===== src/rtl/coincidence_edge_finder_if.sv =====
// ---------------------------------------------------------------------------
// coincidence_edge_finder_if
//
// Groups the control/status handshake of the alignment sequencer and its CSR
// bus towards the coincidence recorder.
//
//   sysStart      one-cycle start request (into the sequencer)
//   sysChannel    channel to scan, sampled with an accepted start
//   sysBusy       sequence in progress
//   sysDone       one-cycle pulse at the end of a sequence
//   sysEdgeFound  last sequence found an edge
//   sysEdgeIndex  edge bin of the last successful sequence
//   sysTimeout    last sequence timed out
//   recCsrStrobe  CSR write strobe to the recorder
//   recGPIO_OUT   CSR write data, valid with recCsrStrobe
//   recCsr        recorder readback word
//
// The master modport is the sequencer; the slave modport is the side that
// issues starts and models/hosts the recorder.
// ---------------------------------------------------------------------------
interface coincidence_edge_finder_if #(
    parameter int CHANNEL_COUNT               = 2,
    parameter int SAMPLE_CLKS_PER_COINCIDENCE = 80
);
    localparam int MUXSEL_WIDTH         = $clog2(CHANNEL_COUNT);
    localparam int SAMPLE_COUNTER_WIDTH = $clog2(SAMPLE_CLKS_PER_COINCIDENCE);

    logic                            sysStart;
    logic [MUXSEL_WIDTH-1:0]         sysChannel;
    logic                            sysBusy;
    logic                            sysDone;
    logic                            sysEdgeFound;
    logic [SAMPLE_COUNTER_WIDTH-1:0] sysEdgeIndex;
    logic                            sysTimeout;
    logic                            recCsrStrobe;
    logic [31:0]                     recGPIO_OUT;
    logic [31:0]                     recCsr;

    modport master (
        input  sysStart,
        input  sysChannel,
        input  recCsr,
        output sysBusy,
        output sysDone,
        output sysEdgeFound,
        output sysEdgeIndex,
        output sysTimeout,
        output recCsrStrobe,
        output recGPIO_OUT
    );

    modport slave (
        output sysStart,
        output sysChannel,
        output recCsr,
        input  sysBusy,
        input  sysDone,
        input  sysEdgeFound,
        input  sysEdgeIndex,
        input  sysTimeout,
        input  recCsrStrobe,
        input  recGPIO_OUT
    );
endinterface


===== src/rtl/coincidence_edge_finder.sv =====
// ---------------------------------------------------------------------------
// coincidence_edge_finder
//
// Automatic alignment sequencer for the coincidence recorder. On a start it
// arms an acquisition, waits for the recorder to run it, scans one channel's
// histogram bin by bin, locates the first rising crossing of half the
// acquisition length, programs the coincidence sample count (edge plus a
// fixed offset, modulo the histogram length) and requests a heartbeat
// realign.
//
// Ports:
//   sysClk      system clock
//   sysReset_n  asynchronous active-low reset; aborts a running sequence
//   bus         coincidence_edge_finder_if master modport (start/status and
//               recorder CSR strobe, write data and readback)
// ---------------------------------------------------------------------------
module coincidence_edge_finder #(
    parameter int CHANNEL_COUNT               = 2,
    parameter int CYCLES_PER_ACQUISITION      = 1023,
    parameter int SAMPLE_CLKS_PER_COINCIDENCE = 80,
    parameter int EDGE_OFFSET                 = 0,
    parameter int TIMEOUT_CYCLES              = 1 << 20
) (
    input  logic                       sysClk,
    input  logic                       sysReset_n,
    coincidence_edge_finder_if.master  bus
);
    localparam int MUXSEL_WIDTH         = $clog2(CHANNEL_COUNT);
    localparam int SUM_WIDTH            = $clog2(CYCLES_PER_ACQUISITION + 1);
    localparam int SAMPLE_COUNTER_WIDTH = $clog2(SAMPLE_CLKS_PER_COINCIDENCE);
    localparam int ADDR_WIDTH           = SAMPLE_COUNTER_WIDTH + 1;
    localparam int TIMEOUT_WIDTH        = $clog2(TIMEOUT_CYCLES + 1);

    localparam logic [SUM_WIDTH-1:0]     THRESHOLD    = SUM_WIDTH'((CYCLES_PER_ACQUISITION + 1) / 2);
    localparam logic [ADDR_WIDTH-1:0]    N_EXT        = ADDR_WIDTH'(SAMPLE_CLKS_PER_COINCIDENCE);
    localparam logic [ADDR_WIDTH-1:0]    OFFSET_EXT   = ADDR_WIDTH'(EDGE_OFFSET);
    localparam logic [TIMEOUT_WIDTH-1:0] TIMEOUT_LAST = TIMEOUT_WIDTH'(TIMEOUT_CYCLES - 1);

    localparam logic [31:0] CMD_ARM     = 32'h8000_0000;
    localparam logic [31:0] CMD_REALIGN = 32'h2000_0000;

    localparam logic [3:0] S_IDLE      = 4'd0;
    localparam logic [3:0] S_ARM       = 4'd1;
    localparam logic [3:0] S_WAIT_BUSY = 4'd2;
    localparam logic [3:0] S_WAIT_IDLE = 4'd3;
    localparam logic [3:0] S_REQ       = 4'd4;
    localparam logic [3:0] S_WAIT_RB   = 4'd5;
    localparam logic [3:0] S_EVAL      = 4'd6;
    localparam logic [3:0] S_SET       = 4'd7;
    localparam logic [3:0] S_REALIGN   = 4'd8;
    localparam logic [3:0] S_FINISH    = 4'd9;

    logic [3:0]                      state_q,     state_d;
    logic [MUXSEL_WIDTH-1:0]         channel_q,   channel_d;
    logic [ADDR_WIDTH-1:0]           scanAddr_q,  scanAddr_d;
    logic                            prevAbove_q, prevAbove_d;
    logic                            above_q,     above_d;
    logic                            matchSeen_q, matchSeen_d;
    logic [TIMEOUT_WIDTH-1:0]        waitCnt_q,   waitCnt_d;
    logic [SAMPLE_COUNTER_WIDTH-1:0] edge_q,      edge_d;
    logic                            strobe_q,    strobe_d;
    logic [31:0]                     gpio_q,      gpio_d;
    logic                            busy_q,      busy_d;
    logic                            done_q,      done_d;
    logic                            found_q,     found_d;
    logic [SAMPLE_COUNTER_WIDTH-1:0] edgeIndex_q, edgeIndex_d;
    logic                            timeout_q,   timeout_d;

    logic                            rbBusy;
    logic [MUXSEL_WIDTH-1:0]         rbMux;
    logic [SAMPLE_COUNTER_WIDTH-1:0] rbAddr;
    logic [SUM_WIDTH-1:0]            rbSum;
    logic                            unusedCsrParity;

    logic [SAMPLE_COUNTER_WIDTH-1:0] reqAddr;
    logic                            rbMatch;
    logic                            waitExpired;
    logic [ADDR_WIDTH-1:0]           targetSum;
    logic [ADDR_WIDTH-1:0]           targetWrapped;
    logic [SAMPLE_COUNTER_WIDTH-1:0] targetBin;
    logic [31:0]                     reqWord;
    logic [31:0]                     setWord;

    // Readback fields. The recorder forwarding path is quasi-static, so it
    // is used directly; the two-cycle match rule absorbs transition skew.
    assign rbBusy          = bus.recCsr[31];
    assign rbMux           = bus.recCsr[24 +: MUXSEL_WIDTH];
    assign rbAddr          = bus.recCsr[SUM_WIDTH +: SAMPLE_COUNTER_WIDTH];
    assign rbSum           = bus.recCsr[0 +: SUM_WIDTH];
    assign unusedCsrParity = ^bus.recCsr;

    // Address N re-reads bin 0 so an edge sitting on the wrap is caught.
    assign reqAddr     = (scanAddr_q == N_EXT) ? '0 : scanAddr_q[SAMPLE_COUNTER_WIDTH-1:0];
    assign rbMatch     = (rbMux == channel_q) && (rbAddr == reqAddr);
    assign waitExpired = (waitCnt_q == TIMEOUT_LAST);

    // Target = (edge + offset) mod N; both terms are below N so a single
    // conditional subtract is enough.
    assign targetSum     = {1'b0, edge_q} + OFFSET_EXT;
    assign targetWrapped = targetSum - N_EXT;
    assign targetBin     = (targetSum >= N_EXT) ? targetWrapped[SAMPLE_COUNTER_WIDTH-1:0]
                                                : targetSum[SAMPLE_COUNTER_WIDTH-1:0];

    // Bin read request: channel in the mux field, bin in the low bits.
    always_comb begin
        reqWord                           = '0;
        reqWord[24 +: MUXSEL_WIDTH]       = channel_q;
        reqWord[0 +: SAMPLE_COUNTER_WIDTH] = reqAddr;
    end

    // Coincidence sample count write.
    always_comb begin
        setWord                            = '0;
        setWord[30]                        = 1'b1;
        setWord[0 +: SAMPLE_COUNTER_WIDTH] = targetBin;
    end

    // Sequencer next-state logic. Strobes are produced as next-state values
    // so the CSR strobe leaves the block registered.
    always_comb begin
        state_d     = state_q;
        channel_d   = channel_q;
        scanAddr_d  = scanAddr_q;
        prevAbove_d = prevAbove_q;
        above_d     = above_q;
        matchSeen_d = matchSeen_q;
        waitCnt_d   = waitCnt_q;
        edge_d      = edge_q;
        strobe_d    = 1'b0;
        gpio_d      = gpio_q;
        busy_d      = busy_q;
        done_d      = 1'b0;
        found_d     = found_q;
        edgeIndex_d = edgeIndex_q;
        timeout_d   = timeout_q;

        case (state_q)
            S_IDLE: begin
                if (bus.sysStart) begin
                    channel_d = bus.sysChannel;
                    found_d   = 1'b0;
                    timeout_d = 1'b0;
                    busy_d    = 1'b1;
                    state_d   = S_ARM;
                end
            end

            S_ARM: begin
                strobe_d  = 1'b1;
                gpio_d    = CMD_ARM;
                waitCnt_d = '0;
                state_d   = S_WAIT_BUSY;
            end

            S_WAIT_BUSY: begin
                if (rbBusy) begin
                    waitCnt_d = '0;
                    state_d   = S_WAIT_IDLE;
                end else if (waitExpired) begin
                    timeout_d = 1'b1;
                    state_d   = S_FINISH;
                end else begin
                    waitCnt_d = waitCnt_q + 1'b1;
                end
            end

            S_WAIT_IDLE: begin
                if (!rbBusy) begin
                    scanAddr_d  = '0;
                    prevAbove_d = 1'b0;
                    state_d     = S_REQ;
                end else if (waitExpired) begin
                    timeout_d = 1'b1;
                    state_d   = S_FINISH;
                end else begin
                    waitCnt_d = waitCnt_q + 1'b1;
                end
            end

            S_REQ: begin
                strobe_d    = 1'b1;
                gpio_d      = reqWord;
                waitCnt_d   = '0;
                matchSeen_d = 1'b0;
                state_d     = S_WAIT_RB;
            end

            // The readback must match on two consecutive cycles before its
            // sum is trusted, so stale forwarded data is never evaluated.
            S_WAIT_RB: begin
                if (rbMatch && matchSeen_q) begin
                    above_d = (rbSum >= THRESHOLD);
                    state_d = S_EVAL;
                end else if (waitExpired) begin
                    timeout_d = 1'b1;
                    state_d   = S_FINISH;
                end else begin
                    matchSeen_d = rbMatch;
                    waitCnt_d   = waitCnt_q + 1'b1;
                end
            end

            S_EVAL: begin
                if ((scanAddr_q != '0) && !prevAbove_q && above_q) begin
                    edge_d  = reqAddr;
                    state_d = S_SET;
                end else if (scanAddr_q == N_EXT) begin
                    state_d = S_FINISH;
                end else begin
                    prevAbove_d = above_q;
                    scanAddr_d  = scanAddr_q + 1'b1;
                    state_d     = S_REQ;
                end
            end

            S_SET: begin
                strobe_d    = 1'b1;
                gpio_d      = setWord;
                edgeIndex_d = edge_q;
                found_d     = 1'b1;
                state_d     = S_REALIGN;
            end

            // Hold off one cycle after the SET strobe so strobes are never
            // back to back.
            S_REALIGN: begin
                if (!strobe_q) begin
                    strobe_d = 1'b1;
                    gpio_d   = CMD_REALIGN;
                    state_d  = S_FINISH;
                end
            end

            S_FINISH: begin
                done_d  = 1'b1;
                busy_d  = 1'b0;
                state_d = S_IDLE;
            end

            default: begin
                state_d = S_IDLE;
            end
        endcase
    end

    // State and output registers; reset abandons any sequence in flight.
    always_ff @(posedge sysClk or negedge sysReset_n) begin
        if (!sysReset_n) begin
            state_q     <= S_IDLE;
            channel_q   <= '0;
            scanAddr_q  <= '0;
            prevAbove_q <= 1'b0;
            above_q     <= 1'b0;
            matchSeen_q <= 1'b0;
            waitCnt_q   <= '0;
            edge_q      <= '0;
            strobe_q    <= 1'b0;
            gpio_q      <= '0;
            busy_q      <= 1'b0;
            done_q      <= 1'b0;
            found_q     <= 1'b0;
            edgeIndex_q <= '0;
            timeout_q   <= 1'b0;
        end else begin
            state_q     <= state_d;
            channel_q   <= channel_d;
            scanAddr_q  <= scanAddr_d;
            prevAbove_q <= prevAbove_d;
            above_q     <= above_d;
            matchSeen_q <= matchSeen_d;
            waitCnt_q   <= waitCnt_d;
            edge_q      <= edge_d;
            strobe_q    <= strobe_d;
            gpio_q      <= gpio_d;
            busy_q      <= busy_d;
            done_q      <= done_d;
            found_q     <= found_d;
            edgeIndex_q <= edgeIndex_d;
            timeout_q   <= timeout_d;
        end
    end

    assign bus.recCsrStrobe = strobe_q;
    assign bus.recGPIO_OUT  = gpio_q;
    assign bus.sysBusy      = busy_q;
    assign bus.sysDone      = done_q;
    assign bus.sysEdgeFound = found_q;
    assign bus.sysEdgeIndex = edgeIndex_q;
    assign bus.sysTimeout   = timeout_q;
endmodule


===== src/flat_wrapper.sv =====
// flat-port wrapper written by rule: the top's interface ports become plain ports
module coincidence_edge_finder_flat 
#(
    parameter int CHANNEL_COUNT               = 2,
    parameter int CYCLES_PER_ACQUISITION      = 1023,
    parameter int SAMPLE_CLKS_PER_COINCIDENCE = 80,
    parameter int EDGE_OFFSET                 = 0,
    parameter int TIMEOUT_CYCLES              = 1 << 20
)
  (sysClk, sysReset_n, bus_sysStart, bus_sysChannel, bus_recCsr, bus_sysBusy, bus_sysDone, bus_sysEdgeFound, bus_sysEdgeIndex, bus_sysTimeout, bus_recCsrStrobe, bus_recGPIO_OUT);
  coincidence_edge_finder_if #(.CHANNEL_COUNT(CHANNEL_COUNT), .SAMPLE_CLKS_PER_COINCIDENCE(SAMPLE_CLKS_PER_COINCIDENCE)) bus_i ();
  input  logic sysClk;
  input  logic sysReset_n;
  input wire logic [$bits(bus_i.sysStart)-1:0] bus_sysStart;
  input wire logic [$bits(bus_i.sysChannel)-1:0] bus_sysChannel;
  input wire logic [$bits(bus_i.recCsr)-1:0] bus_recCsr;
  output wire logic [$bits(bus_i.sysBusy)-1:0] bus_sysBusy;
  output wire logic [$bits(bus_i.sysDone)-1:0] bus_sysDone;
  output wire logic [$bits(bus_i.sysEdgeFound)-1:0] bus_sysEdgeFound;
  output wire logic [$bits(bus_i.sysEdgeIndex)-1:0] bus_sysEdgeIndex;
  output wire logic [$bits(bus_i.sysTimeout)-1:0] bus_sysTimeout;
  output wire logic [$bits(bus_i.recCsrStrobe)-1:0] bus_recCsrStrobe;
  output wire logic [$bits(bus_i.recGPIO_OUT)-1:0] bus_recGPIO_OUT;
  assign bus_i.sysStart = bus_sysStart;
  assign bus_i.sysChannel = bus_sysChannel;
  assign bus_i.recCsr = bus_recCsr;
  assign bus_sysBusy = bus_i.sysBusy;
  assign bus_sysDone = bus_i.sysDone;
  assign bus_sysEdgeFound = bus_i.sysEdgeFound;
  assign bus_sysEdgeIndex = bus_i.sysEdgeIndex;
  assign bus_sysTimeout = bus_i.sysTimeout;
  assign bus_recCsrStrobe = bus_i.recCsrStrobe;
  assign bus_recGPIO_OUT = bus_i.recGPIO_OUT;
  coincidence_edge_finder #(.CHANNEL_COUNT(CHANNEL_COUNT), .CYCLES_PER_ACQUISITION(CYCLES_PER_ACQUISITION), .SAMPLE_CLKS_PER_COINCIDENCE(SAMPLE_CLKS_PER_COINCIDENCE), .EDGE_OFFSET(EDGE_OFFSET), .TIMEOUT_CYCLES(TIMEOUT_CYCLES)) u_core (.sysClk(sysClk), .sysReset_n(sysReset_n), .bus(bus_i));
endmodule

===== config.mk =====
export PLATFORM = sky130hd
export DESIGN_NAME = coincidence_edge_finder_flat
export DESIGN_NICKNAME = d
export VERILOG_FILES = /design/src/rtl/coincidence_edge_finder_if.sv /design/src/rtl/coincidence_edge_finder.sv /design/src/flat_wrapper.sv
export SDC_FILE = /design/constraint.sdc
export NUM_CORES = 1
export LEC_CHECK = 0
export ABC_AREA = 1
export BUFFER_PORTS_ARGS = -buffer_cell sky130_fd_sc_hd__buf_2
export CAP_MARGIN = 20
export CORE_MARGIN = 2
export CORE_UTILIZATION = 40
export DETAILED_ROUTE_END_ITERATION = 10
export PLACE_DENSITY = 0.63
export SYNTH_ARGS = -nofsm -noshare
export SYNTH_HDL_FRONTEND = slang
export SYNTH_SLANG_ARGS = --single-unit

===== constraint.sdc =====
create_clock -name sysClk -period 1.92 [get_ports sysClk]
set_input_delay 0.48 -clock sysClk [delete_from_list [all_inputs] [get_ports sysClk]]
set_output_delay 0.48 -clock sysClk [all_outputs]
set_load 0.01 [all_outputs]

==> flow_metrics.env, run 1 <==
export IMPL_period_share=1.03
export IMPL_power_frac_clock=0.191
export IMPL_slowest_delay_ns=0.39
export IMPL_clk_latency_ns=0.36
export IMPL_dp_cells=800
export IMPL_cp_depth=15
export IMPL_antenna_found_initial=0
export IMPL_fmax_mhz=504
export IMPL_ys_ff_latch=67
export IMPL_required_ns=2.21
export IMPL_finalNonFillerCells=819
export IMPL_cts_sinks=67
export IMPL_drv_cap=0
export IMPL_synth_area_um2=4260
export IMPL_cp_end_kind="flip-flop"
export IMPL_cts_tree="built"
export IMPL_p_leak_nw=2.75
export IMPL_viasPerCell=4.89
export IMPL_grt_setup_unrepaired="yes"
export IMPL_diodes=0
export IMPL_skew_ns=0.0109
export IMPL_crit_path_cell_trace="inv_2 -> ha_4 -> nand2_4 -> nor2_4 -> nand2_4 -> nand3b_1 -> nand2_1 -> nor2_2 -> nand2_2 -> nor2_4 -> nand3_4 -> nand2_4 -> clkbuf_16 -> nand2_1 -> nand2_1"
export IMPL_slowest_stage="dfrtp_1"
export IMPL_synth_common_cells="207 x nand2_1, 67 x dfrtp_1, 63 x nand3_1"
export IMPL_power_density_nw_per_um2=1180
export IMPL_finalSetupViolations=22
export IMPL_grt_max_degree=68
export IMPL_cts_buffer_depth=2
export IMPL_total_power_w=0.00611
export IMPL_ant_nets=0
export IMPL_numCtsBuffers=9
export IMPL_drt_pass1_iterations=5
export IMPL_synth_xor_area_frac=0.0493
export IMPL_synth_flop_cell="dfrtp_1"
export IMPL_die_area_um2=11500
export IMPL_setup_slack_ns=-0.0638
export IMPL_synthTopCellsByArea="dfrtp_1 39%, nand2_1 18%, nand3_1 7.4%"
export IMPL_netSwitchingPower_w=0.00262
export IMPL_fill_cells=1013
export IMPL_fin_nets=720
export IMPL_dr_first_iter_drc_count=314
export IMPL_synth_most_common_cell="nand2_1"
export IMPL_dp_hpwl_um=7520
export IMPL_pwr_share_comb=0.498
export IMPL_finalWirelength_um=10500
export IMPL_crit_type="reg2reg"
export IMPL_worst_path_buf_inv=2
export IMPL_crit_fanout=10
export IMPL_crit_family="simple AND/OR/NAND/NOR gates"
export IMPL_violations="negative setup slack"
export IMPL_yosys_area_share_simple=0.366
export IMPL_startpoint_type="flip-flop"
export IMPL_drive_gt1_frac=0.220
export IMPL_switching_share=0.429
export IMPL_pre_cts_ws_ns=-0.0287
export IMPL_grt_usage=0.191
export IMPL_synth_top_family_by_area="simple AND/OR/NAND/NOR gates"
export IMPL_outcome="finished with violations"
export IMPL_synth_compound_area_frac=0.0643
export IMPL_portBuffers=36
export IMPL_grt_pass1_wl_um=17500
export IMPL_clk_pin_slew_worst_paths_ns=0.08
export IMPL_final_core_util=0.500
export IMPL_regArea_um2=1680
export IMPL_grt_pass1_vias=3721
export IMPL_synthToLayoutAreaGrowth_pct=21.1
export IMPL_hold_path_class="in2async"
export IMPL_crit_arrival_ns=2.27
export IMPL_yosysWarnings=0
export IMPL_ys_types=42
export IMPL_holdWs_ns=0.110
export IMPL_reg2reg_depth=15
export IMPL_post_synth_top_area_cell="dfrtp_1"
export IMPL_ios=80
export IMPL_netlist_instances=600
export IMPL_route_detailed_drc=0
export IMPL_fp_dieW_um=107
export IMPL_overflow=0
export IMPL_pwr_share_seq=0.311
export IMPL_cts_root_buf="clkbuf_8"
export IMPL_htree_levels=3
export IMPL_vias=4005
export IMPL_yosys_area_share_adder=0.0147
export IMPL_die_y_um=107
export IMPL_syn_area_per_cell_um2=7.10
export IMPL_wire_per_inst_um=12.8
export IMPL_place_congestion=0.954
export IMPL_muxShareOfSynthArea=0.00264
export IMPL_hold_violations=0
export IMPL_synth_edf_count=0
export IMPL_async_flop_share=1.00
export IMPL_rows=37
export IMPL_fin_crit_ns=1.98
export IMPL_yosysSeqAreaShare=0.394
export IMPL_core_area_um2=10300
export IMPL_drv_slew=0
export IMPL_start_util=0.413
export IMPL_irDropWorstVdd_mv=0.662
export IMPL_synth_top_area_frac=0.394
export IMPL_multi_input_area_um2=2290
export IMPL_hold_buffers=0
export IMPL_intPower_w=0.00349
-- repair_timing --
action                                  4_1_cts  5_1_grt
pin swaps                                     0        6
hold endpoints to repair                      0        0
gates cloned                                  0        1
gates resized for setup                       0       34
setup buffers                                 1        2
endpoints found under the setup margin       22       30
-- logic make-up after synthesis --
| kind of cell | after synthesis |
|---|---|
| multiplexers | 1 |
| flip-flops | 67 |
| other | 1 |
| buffers and inverters | 93 |
| XOR/XNOR | 24 |
| AND/OR/NAND/NOR | 363 |
| adder cells (fa/ha/maj) | 5 |
| AO/OA/AOI/OAI | 46 |
-- worst register-to-register path, stage by stage (launching register included) --
cell and delay [ns]:
dfrtp_1 0.39, inv_2 0.09, ha_4 0.14, nand2_4 0.05, nor2_4 0.10, nand2_4 0.10, nand3b_1 0.09, nand2_1 0.06
nor2_2 0.13, nand2_2 0.09, nor2_4 0.15, nand3_4 0.13, nand2_4 0.12, clkbuf_16 0.16, nand2_1 0.05, nand2_1 0.06
-- through the flow --
stage | setup TNS [ns] | cell area [um^2]
after floorplan | 0 | 4340
after global placement | 0 | 4820
after detailed placement | -0.0678 | 4820
after CTS | -0.262 | 5020
after global routing | -4.38 | 5160
final | -1.07 | 5160
-- cell usage in the layout, fill, tap and decap left out, types with 2 or more instances in the layout --
cell type	Yosys	layout
nand2_1	207	197
dfrtp_1	67	67
nand3_1	63	60
nor2_1	52	49
inv_1	48	45
buf_4	21	45
buf_2	9	36
o21ai_0	25	22
conb_1	1	21
xor2_1	16	16
nand4_1	11	11
nand2_2	4	11
nor2_2	7	9
clkbuf_8	0	9
inv_2	5	8
nor3_1	9	8
xnor2_1	8	8
a21oi_1	6	6
nand2_4	1	4
ha_1	5	4
nand3_2	0	3
o211ai_1	3	3
o21ai_2	0	3
buf_12	0	3
a21o_1	2	2
nor2_4	1	2
nand3b_1	2	2
nor3_2	1	2
nor4_1	2	2
a31oi_1	2	2
clkinvlp_4	0	2
clkinv_4	0	2
buf_6	3	2
-- power by group through the flow --
stage	Sequential [W]	Clock (W)	Combinational [W]
final	0.00190	0.00117	0.00304
after global routing	0.00193	0.00128	0.00338
after CTS	0.00190	0.00121	0.00270
after detailed placement	0.00192	0	0.00269
after global placement	0.00191	0	0.00263
after floorplan	0.00197	0	0.00167
-- final timing paths --
check	from	endpoint	slack (ns)
max	u_core.scanAddr_q[0]	u_core.waitCnt_q[16]	-0.06
min	sysReset_n	u_core.scanAddr_q[7]	0.11
max reg2reg	u_core.scanAddr_q[0]	u_core.waitCnt_q[16]	-0.06
min reg2reg	u_core.bus.sysEdgeIndex[1]	u_core.bus.sysEdgeIndex[1]	0.47
max in group asynchronous	sysReset_n	u_core.bus.sysEdgeIndex[0]	1.49
min in group sysClk	bus_sysChannel	u_core.channel_q	0.36
-- flip-flops by register name, indices dropped and copies added, names as in the netlist --
| signal | cells |
|---|---|
| u_core.channel_q | 1 |
| u_core.prevAbove_q | 1 |
| u_core.bus.sysBusy | 1 |
| u_core.above_q | 1 |
| u_core.bus.recGPIO_OUT | 11 |
| u_core.bus.sysEdgeIndex | 7 |
| u_core.state_q | 4 |
| u_core.bus.recCsrStrobe | 1 |
| u_core.waitCnt_q | 21 |
| u_core.edge_q | 7 |
| u_core.bus.sysTimeout | 1 |
| u_core.bus.sysEdgeFound | 1 |
| u_core.matchSeen_q | 1 |
| u_core.scanAddr_q | 8 |
| u_core.bus.sysDone | 1 |
-- routing by layer --
layer  global-route usage  share of wire
met5                    0              0
met4               0.0751         0.0097
met3               0.0322          0.058
met2                0.286           0.43
met1                0.275           0.50
-- area by class of cell --
| type | instances | share of cell area |
|---|---|---|
| clock buffer | 9 | 0.0240 |
| clock inverter | 6 | 0.0131 |
| inverter | 54 | 0.0393 |
| multi-input combinational | 460 | 0.444 |
| sequential | 67 | 0.325 |
| tap | 136 | 0.0330 |
| timing repair buffer | 87 | 0.121 |
No activity file was read; power rests on OpenSTA's default activity.
==> run 2, diff against run 1 <==
- ABC_AREA: 1 -> default
- PLACE_DENSITY: 0.63 -> 0.64
==> flow_metrics.env, run 2 <==
export IMPL_outcome="finished with violations"
export IMPL_violations="negative setup slack"
export IMPL_yosysWarnings=0
export IMPL_required_ns=2.16
export IMPL_dp_cells=661
export IMPL_synth_edf_count=0
export IMPL_ys_ff_latch=67
export IMPL_intPower_w=0.00392
export IMPL_synth_area_um2=3970
export IMPL_crit_fanout=6
export IMPL_final_core_util=0.573
export IMPL_syn_area_per_cell_um2=9.16
export IMPL_yosysSeqAreaShare=0.423
export IMPL_finalNonFillerCells=696
export IMPL_startpoint_type="flip-flop"
export IMPL_final_common_cell="buf_4"
export IMPL_grt_max_degree=68
export IMPL_cts_root_buf="clkbuf_8"
export IMPL_crit_arrival_ns=2.48
export IMPL_synth_flop_cell="dfrtp_1"
export IMPL_reg2reg_to="u_core.matchSeen_q"
export IMPL_place_congestion=0.825
export IMPL_ios=80
export IMPL_start_util=0.409
export IMPL_clk_pin_slew_worst_paths_ns=0.08
export IMPL_drt_pass1_iterations=5
export IMPL_wire_per_inst_um=15.8
export IMPL_grt_usage=0.197
export IMPL_portBuffers=36
export IMPL_antenna_found_initial=0
export IMPL_overflow=0
export IMPL_clk_latency_ns=0.34
export IMPL_synth_most_common_cell="dfrtp_1"
export IMPL_drive_gt1_frac=0.403
export IMPL_htree_levels=3
export IMPL_ys_types=67
export IMPL_rows=36
export IMPL_numCtsBuffers=9
export IMPL_pwr_share_comb=0.517
export IMPL_finalSetupViolations=44
export IMPL_period_share=1.17
export IMPL_vias=3772
export IMPL_tightest_slew_ns=0.522
export IMPL_r2r_setup_slack_ns=-0.32
export IMPL_dp_hpwl_um=7180
export IMPL_dr_first_iter_drc_count=252
export IMPL_largest_reg_flops=21
export IMPL_hold_path_class="in2async"
export IMPL_fin_nets=600
export IMPL_hold_buffers=0
export IMPL_viasPerCell=5.42
export IMPL_cts_tree="built"
export IMPL_fill_cells=817
export IMPL_synth_common_cells="67 x dfrtp_1, 57 x nand2_1, 27 x nand3_1"
export IMPL_hold_violations=0
export IMPL_diodes=0
export IMPL_netSwitchingPower_w=0.00258
export IMPL_p_leak_nw=2.64
export IMPL_route_detailed_drc=0
export IMPL_fin_crit_ns=2.24
export IMPL_grt_setup_unrepaired="yes"
export IMPL_cts_sinks=67
export IMPL_pwr_share_seq=0.283
export IMPL_relSlewSlack=0.652
export IMPL_ant_nets=0
export IMPL_irDropWorstVdd_mv=0.618
export IMPL_synth_top_area_frac=0.423
export IMPL_power_density_nw_per_um2=1170
export IMPL_regMostFlops="u_core.waitCnt_q"
export IMPL_async_flop_share=1.00
export IMPL_regArea_um2=1680
export IMPL_drv_slew=0
export IMPL_power_frac_clock=0.199
export IMPL_netlist_instances=433
export IMPL_setup_slack_ns=-0.320
export IMPL_synthToLayoutAreaGrowth_pct=40.0
export IMPL_fp_dieW_um=104
export IMPL_drv_cap=0
export IMPL_cp_end_kind="flip-flop"
export IMPL_post_synth_top_area_cell="dfrtp_1"
export IMPL_switching_share=0.397
export IMPL_synthTopCellsByArea="dfrtp_1 42%, nand2_1 5.4%, buf_4 4.2%"
export IMPL_die_area_um2=10700
export IMPL_reg2reg_depth=12
export IMPL_fmax_mhz=446
export IMPL_r2r_start="u_core.scanAddr_q[0]"
export IMPL_skew_ns=0.0113
export IMPL_finalWirelength_um=11000
export IMPL_multi_input_area_um2=2360
export IMPL_grt_pass1_wl_um=17300
export IMPL_core_area_um2=9680
export IMPL_cts_buffer_depth=2
export IMPL_die_y_um=104
export IMPL_crit_type="reg2reg"
export IMPL_grt_pass1_vias=3622
export IMPL_layout_common_cells="95 x buf_4, 67 x dfrtp_1, 55 x nand2_1"
-- run 2: changes by cell type in the layout (fill, tap and decap cells not counted), moves of 8 or more --
| cell | delta |
|---|---|
| nand2_1 | -142 |
| a31oi_1 | +13 |
| nand2_2 | -10 |
| nor2_1 | -32 |
| nor2_2 | -8 |
| buf_4 | +50 |
| o31ai_1 | +14 |
| o21ai_1 | +8 |
| xor2_1 | -11 |
| o21ai_0 | -13 |
| nand3_1 | -37 |
| inv_1 | -30 |
-- run 2: how the worst max path moves through the flow --
| stage | startpoint | endpoint | slack (ns) |
|---|---|---|---|
| 2_1_floorplan | u_core.scanAddr_q[0] | u_core.above_q | -0.32 |
| 3_3_place_gp | bus_recCsr[24] | u_core.waitCnt_q[18] | -0.29 |
| 3_5_place_dp | u_core.scanAddr_q[0] | u_core.state_q[3] | -0.35 |
| 4_1_cts | u_core.scanAddr_q[0] | u_core.above_q | -0.26 |
| 5_1_grt | u_core.scanAddr_q[0] | u_core.matchSeen_q | -0.45 |
| 6_report | u_core.scanAddr_q[0] | u_core.matchSeen_q | -0.32 |
-- run 2: power groups by stage --
stage	registers, W	logic (W)	clock network (W)
final	0.00184	0.00337	0.00130
after global routing	0.00187	0.00362	0.00142
after CTS	0.00183	0.00299	0.00132
after detailed placement	0.00186	0.00270	0
after global placement	0.00184	0.00263	0
after floorplan	0.00185	0.00169	0
-- run 2: final cells by class --
cell class	instances	share of cell area
multi-input cells	319	0.425
flip-flops and latches	67	0.302
repair buffers	143	0.191
well taps	133	0.0300
clock buffers	11	0.0255
clock inverters	4	0.0135
inverters	19	0.0128
-- run 2: critical path, cell delays in order, from the launching register on --
cell     delay (ns)
dfrtp_1        0.40
inv_2          0.10
ha_4           0.12
nor2b_4        0.12
buf_6          0.14
a311o_1        0.18
nand4_2        0.13
buf_4          0.18
buf_4          0.12
buf_4          0.14
nor4_2         0.20
mux2i_1        0.12
o22ai_1        0.19
-- run 2: routing by layer --
| layer | part of all wire | track usage | wire length (um) |
|---|---|---|---|
| met1 | 0.45 | 0.271 | 4990 |
| met3 | 0.045 | 0.0390 | 493 |
| met4 | 0.0067 | 0.0724 | 74 |
| met2 | 0.49 | 0.310 | 5410 |
| met5 | 0 | 0 | 0 |
-- run 2: logic make-up (layout without fill, tap and decap cells) --
family,count (synthesis),count (layout),share of synthesized area
simple gates,161,161,0.209
compound gates,116,116,0.219
flops,67,67,0.423
buf+inv,67,177,0.0931
xor+xnor,8,8,0.0177
mux,8,8,0.0221
fa+ha+maj,5,5,0.0158
other cells,1,21,0.000946
-- run 2: through the flow --
stage	instance area [um^2]	total power [W]	worst slack (ns)	hold WS, ns	setup TNS (ns)
finish	5550	0.00650	-0.320	0.118	-9.83
global route	5550	0.00691	-0.447	0.160	-13.43
CTS	5300	0.00613	-0.265	0.151	-6.41
detailed placement	4830	0.00456	-0.353	0.457	-7.88
global placement	4830	0.00447	-0.290	0.454	-6.53
floorplan	4120	0.00354	-0.324	0.184	-6.69
-- run 2: repair_timing --
item                       4_1_cts  5_1_grt
buffers inserted                17        7
setup endpoints to repair       33       52
gates resized for setup         28       42
pin swaps                       12       18
gates cloned                     0        1
==> run 3, diff against run 2 <==
==> constraint.sdc (replaced) <==
create_clock -name sysClk -period 1.92 [get_ports sysClk]
set_input_delay 0.096 -clock sysClk [delete_from_list [all_inputs] [get_ports sysClk]]
set_output_delay 0.096 -clock sysClk [all_outputs]
set_load 0.01 [all_outputs]
==> flow_metrics.env, run 3 (synthesis results as in run 2) <==
export IMPL_outcome="finished with violations"
export IMPL_violations="negative setup slack"
export IMPL_start_util=0.409
export IMPL_finalWirelength_um=10500
export IMPL_portBuffers=36
export IMPL_cts_buffer_depth=2
export IMPL_drive_gt1_frac=0.394
export IMPL_synthToLayoutAreaGrowth_pct=39.4
export IMPL_antenna_found_initial=0
export IMPL_final_common_cell="buf_4"
export IMPL_fill_cells=820
export IMPL_largest_reg_flops=21
export IMPL_tns_ns=-5.19
export IMPL_viasPerCell=5.43
export IMPL_drt_pass1_iterations=5
export IMPL_finalSetupViolations=28
export IMPL_numCtsBuffers=9
export IMPL_p_leak_nw=2.56
export IMPL_regMostFlops="u_core.waitCnt_q"
export IMPL_power_density_nw_per_um2=1160
export IMPL_htree_levels=3
export IMPL_startpoint_type="flip-flop"
export IMPL_route_detailed_drc=0
export IMPL_irDropWorstVdd_mv=0.623
export IMPL_crit_arrival_ns=2.46
export IMPL_slowest_stage="or3_4"
export IMPL_cp_end_kind="flip-flop"
export IMPL_cts_root_buf="clkbuf_8"
export IMPL_cts_sinks=67
export IMPL_die_y_um=104
export IMPL_final_core_util=0.571
export IMPL_pre_cts_ws_ns=-0.346
export IMPL_multi_input_area_um2=2420
export IMPL_die_area_um2=10700
export IMPL_crit_type="reg2reg"
export IMPL_dp_cells=654
export IMPL_layout_common_cells="77 x buf_4, 67 x dfrtp_1, 54 x nand2_1"
export IMPL_grt_pass1_wl_um=17200
export IMPL_hold_path_class="in2reg"
export IMPL_regArea_um2=1680
export IMPL_fmax_mhz=455
export IMPL_ios=80
export IMPL_total_power_w=0.00639
export IMPL_overflow=0
export IMPL_crit_family="simple AND/OR/NAND/NOR gates"
export IMPL_cts_tree="built"
export IMPL_dr_first_iter_drc_count=205
export IMPL_ant_nets=0
export IMPL_diodes=0
export IMPL_slowest_delay_ns=0.37
export IMPL_clk_pin_slew_worst_paths_ns=0.09
export IMPL_finalNonFillerCells=684
export IMPL_grt_pass1_vias=3602
export IMPL_crit_fanout=7
export IMPL_fp_dieW_um=104
export IMPL_rows=36
export IMPL_core_area_um2=9680
export IMPL_fin_crit_ns=2.20
export IMPL_grt_max_degree=68
export IMPL_dp_hpwl_um=7150
export IMPL_fin_nets=587
export IMPL_grt_usage=0.194
export IMPL_clk_latency_ns=0.36
export IMPL_grt_setup_unrepaired="yes"
export IMPL_period_share=1.14
export IMPL_place_congestion=0.884
export IMPL_drv_slew=0
export IMPL_skew_ns=0.0128
export IMPL_hold_violations=0
export IMPL_required_ns=2.18
export IMPL_wire_per_inst_um=15.4
export IMPL_crit_path_cell_trace="inv_2 -> ha_4 -> nor2b_4 -> buf_6 -> a311o_1 -> nand4_2 -> nor4_4 -> or3_4 -> buf_12 -> o41ai_4"
export IMPL_worst_path_buf_inv=3
export IMPL_vias=3714
export IMPL_setup_slack_ns=-0.277
export IMPL_drv_cap=0
-- run 3: path summary, 6_finish.rpt --
path | startpoint | end | slack, ns | depth (start not counted)
max | u_core.scanAddr_q[1] | u_core.waitCnt_q[8] | -0.28 | 10
min | bus_recCsr[31] | u_core.state_q[0] | 0.14 | 4
max reg2reg | u_core.scanAddr_q[1] | u_core.waitCnt_q[8] | -0.28 | 10
min reg2reg | u_core.bus.sysEdgeFound | u_core.bus.sysEdgeFound | 0.47 | 2
max in group asynchronous | sysReset_n | u_core.waitCnt_q[3] | 1.34 | 3
min in group asynchronous | sysReset_n | u_core.scanAddr_q[7] | 0.27 | 3
-- run 3: per-stage QoR --
step                      hold slack [ns]  cell area (um^2)
after global placement              0.142              4790
final                               0.142              5530
after floorplan                    -0.200              4120
after CTS                           0.135              5340
after detailed placement            0.152              4790
after global routing                0.157              5530
-- run 3: layout make-up --
class | count | share of cell area
Tap cell | 133 | 0.0301
Timing Repair Buffer | 130 | 0.181
Clock buffer | 9 | 0.0224
Sequential cell | 67 | 0.303
Clock inverter | 7 | 0.0136
Inverter | 19 | 0.0129
Multi-Input combinational cell | 319 | 0.437
-- run 3: power breakdown --
group	total (W)	internal, W	switching (W)
Sequential	0.00183	0.00164	0.000193
Combinational	0.00334	0.00145	0.00189
Clock	0.00122	0.000608	0.000611
-- run 3: repair_timing --
item | CTS | global route
gates resized for setup | 45 | 28
hold endpoints to repair | 69 | 0
pin swaps | 18 | 21
endpoints found under the setup margin | 33 | 47
setup buffers | 5 | 3
gates cloned | 2 | 1
hold buffers | 3 | 0
-- run 3: per-layer routing --
layer | wire (um) | global-route usage
met1 | 4880 | 0.274
met2 | 5020 | 0.298
met3 | 472 | 0.0346
met4 | 175 | 0.0724
met5 | 0 | 0
-- run 3: worst min-delay path, cell delays in order --
cell,delay (ns)
buf_2,0.14
nand2_1,0.06
o2bb2ai_1,0.10
a21oi_1,0.06
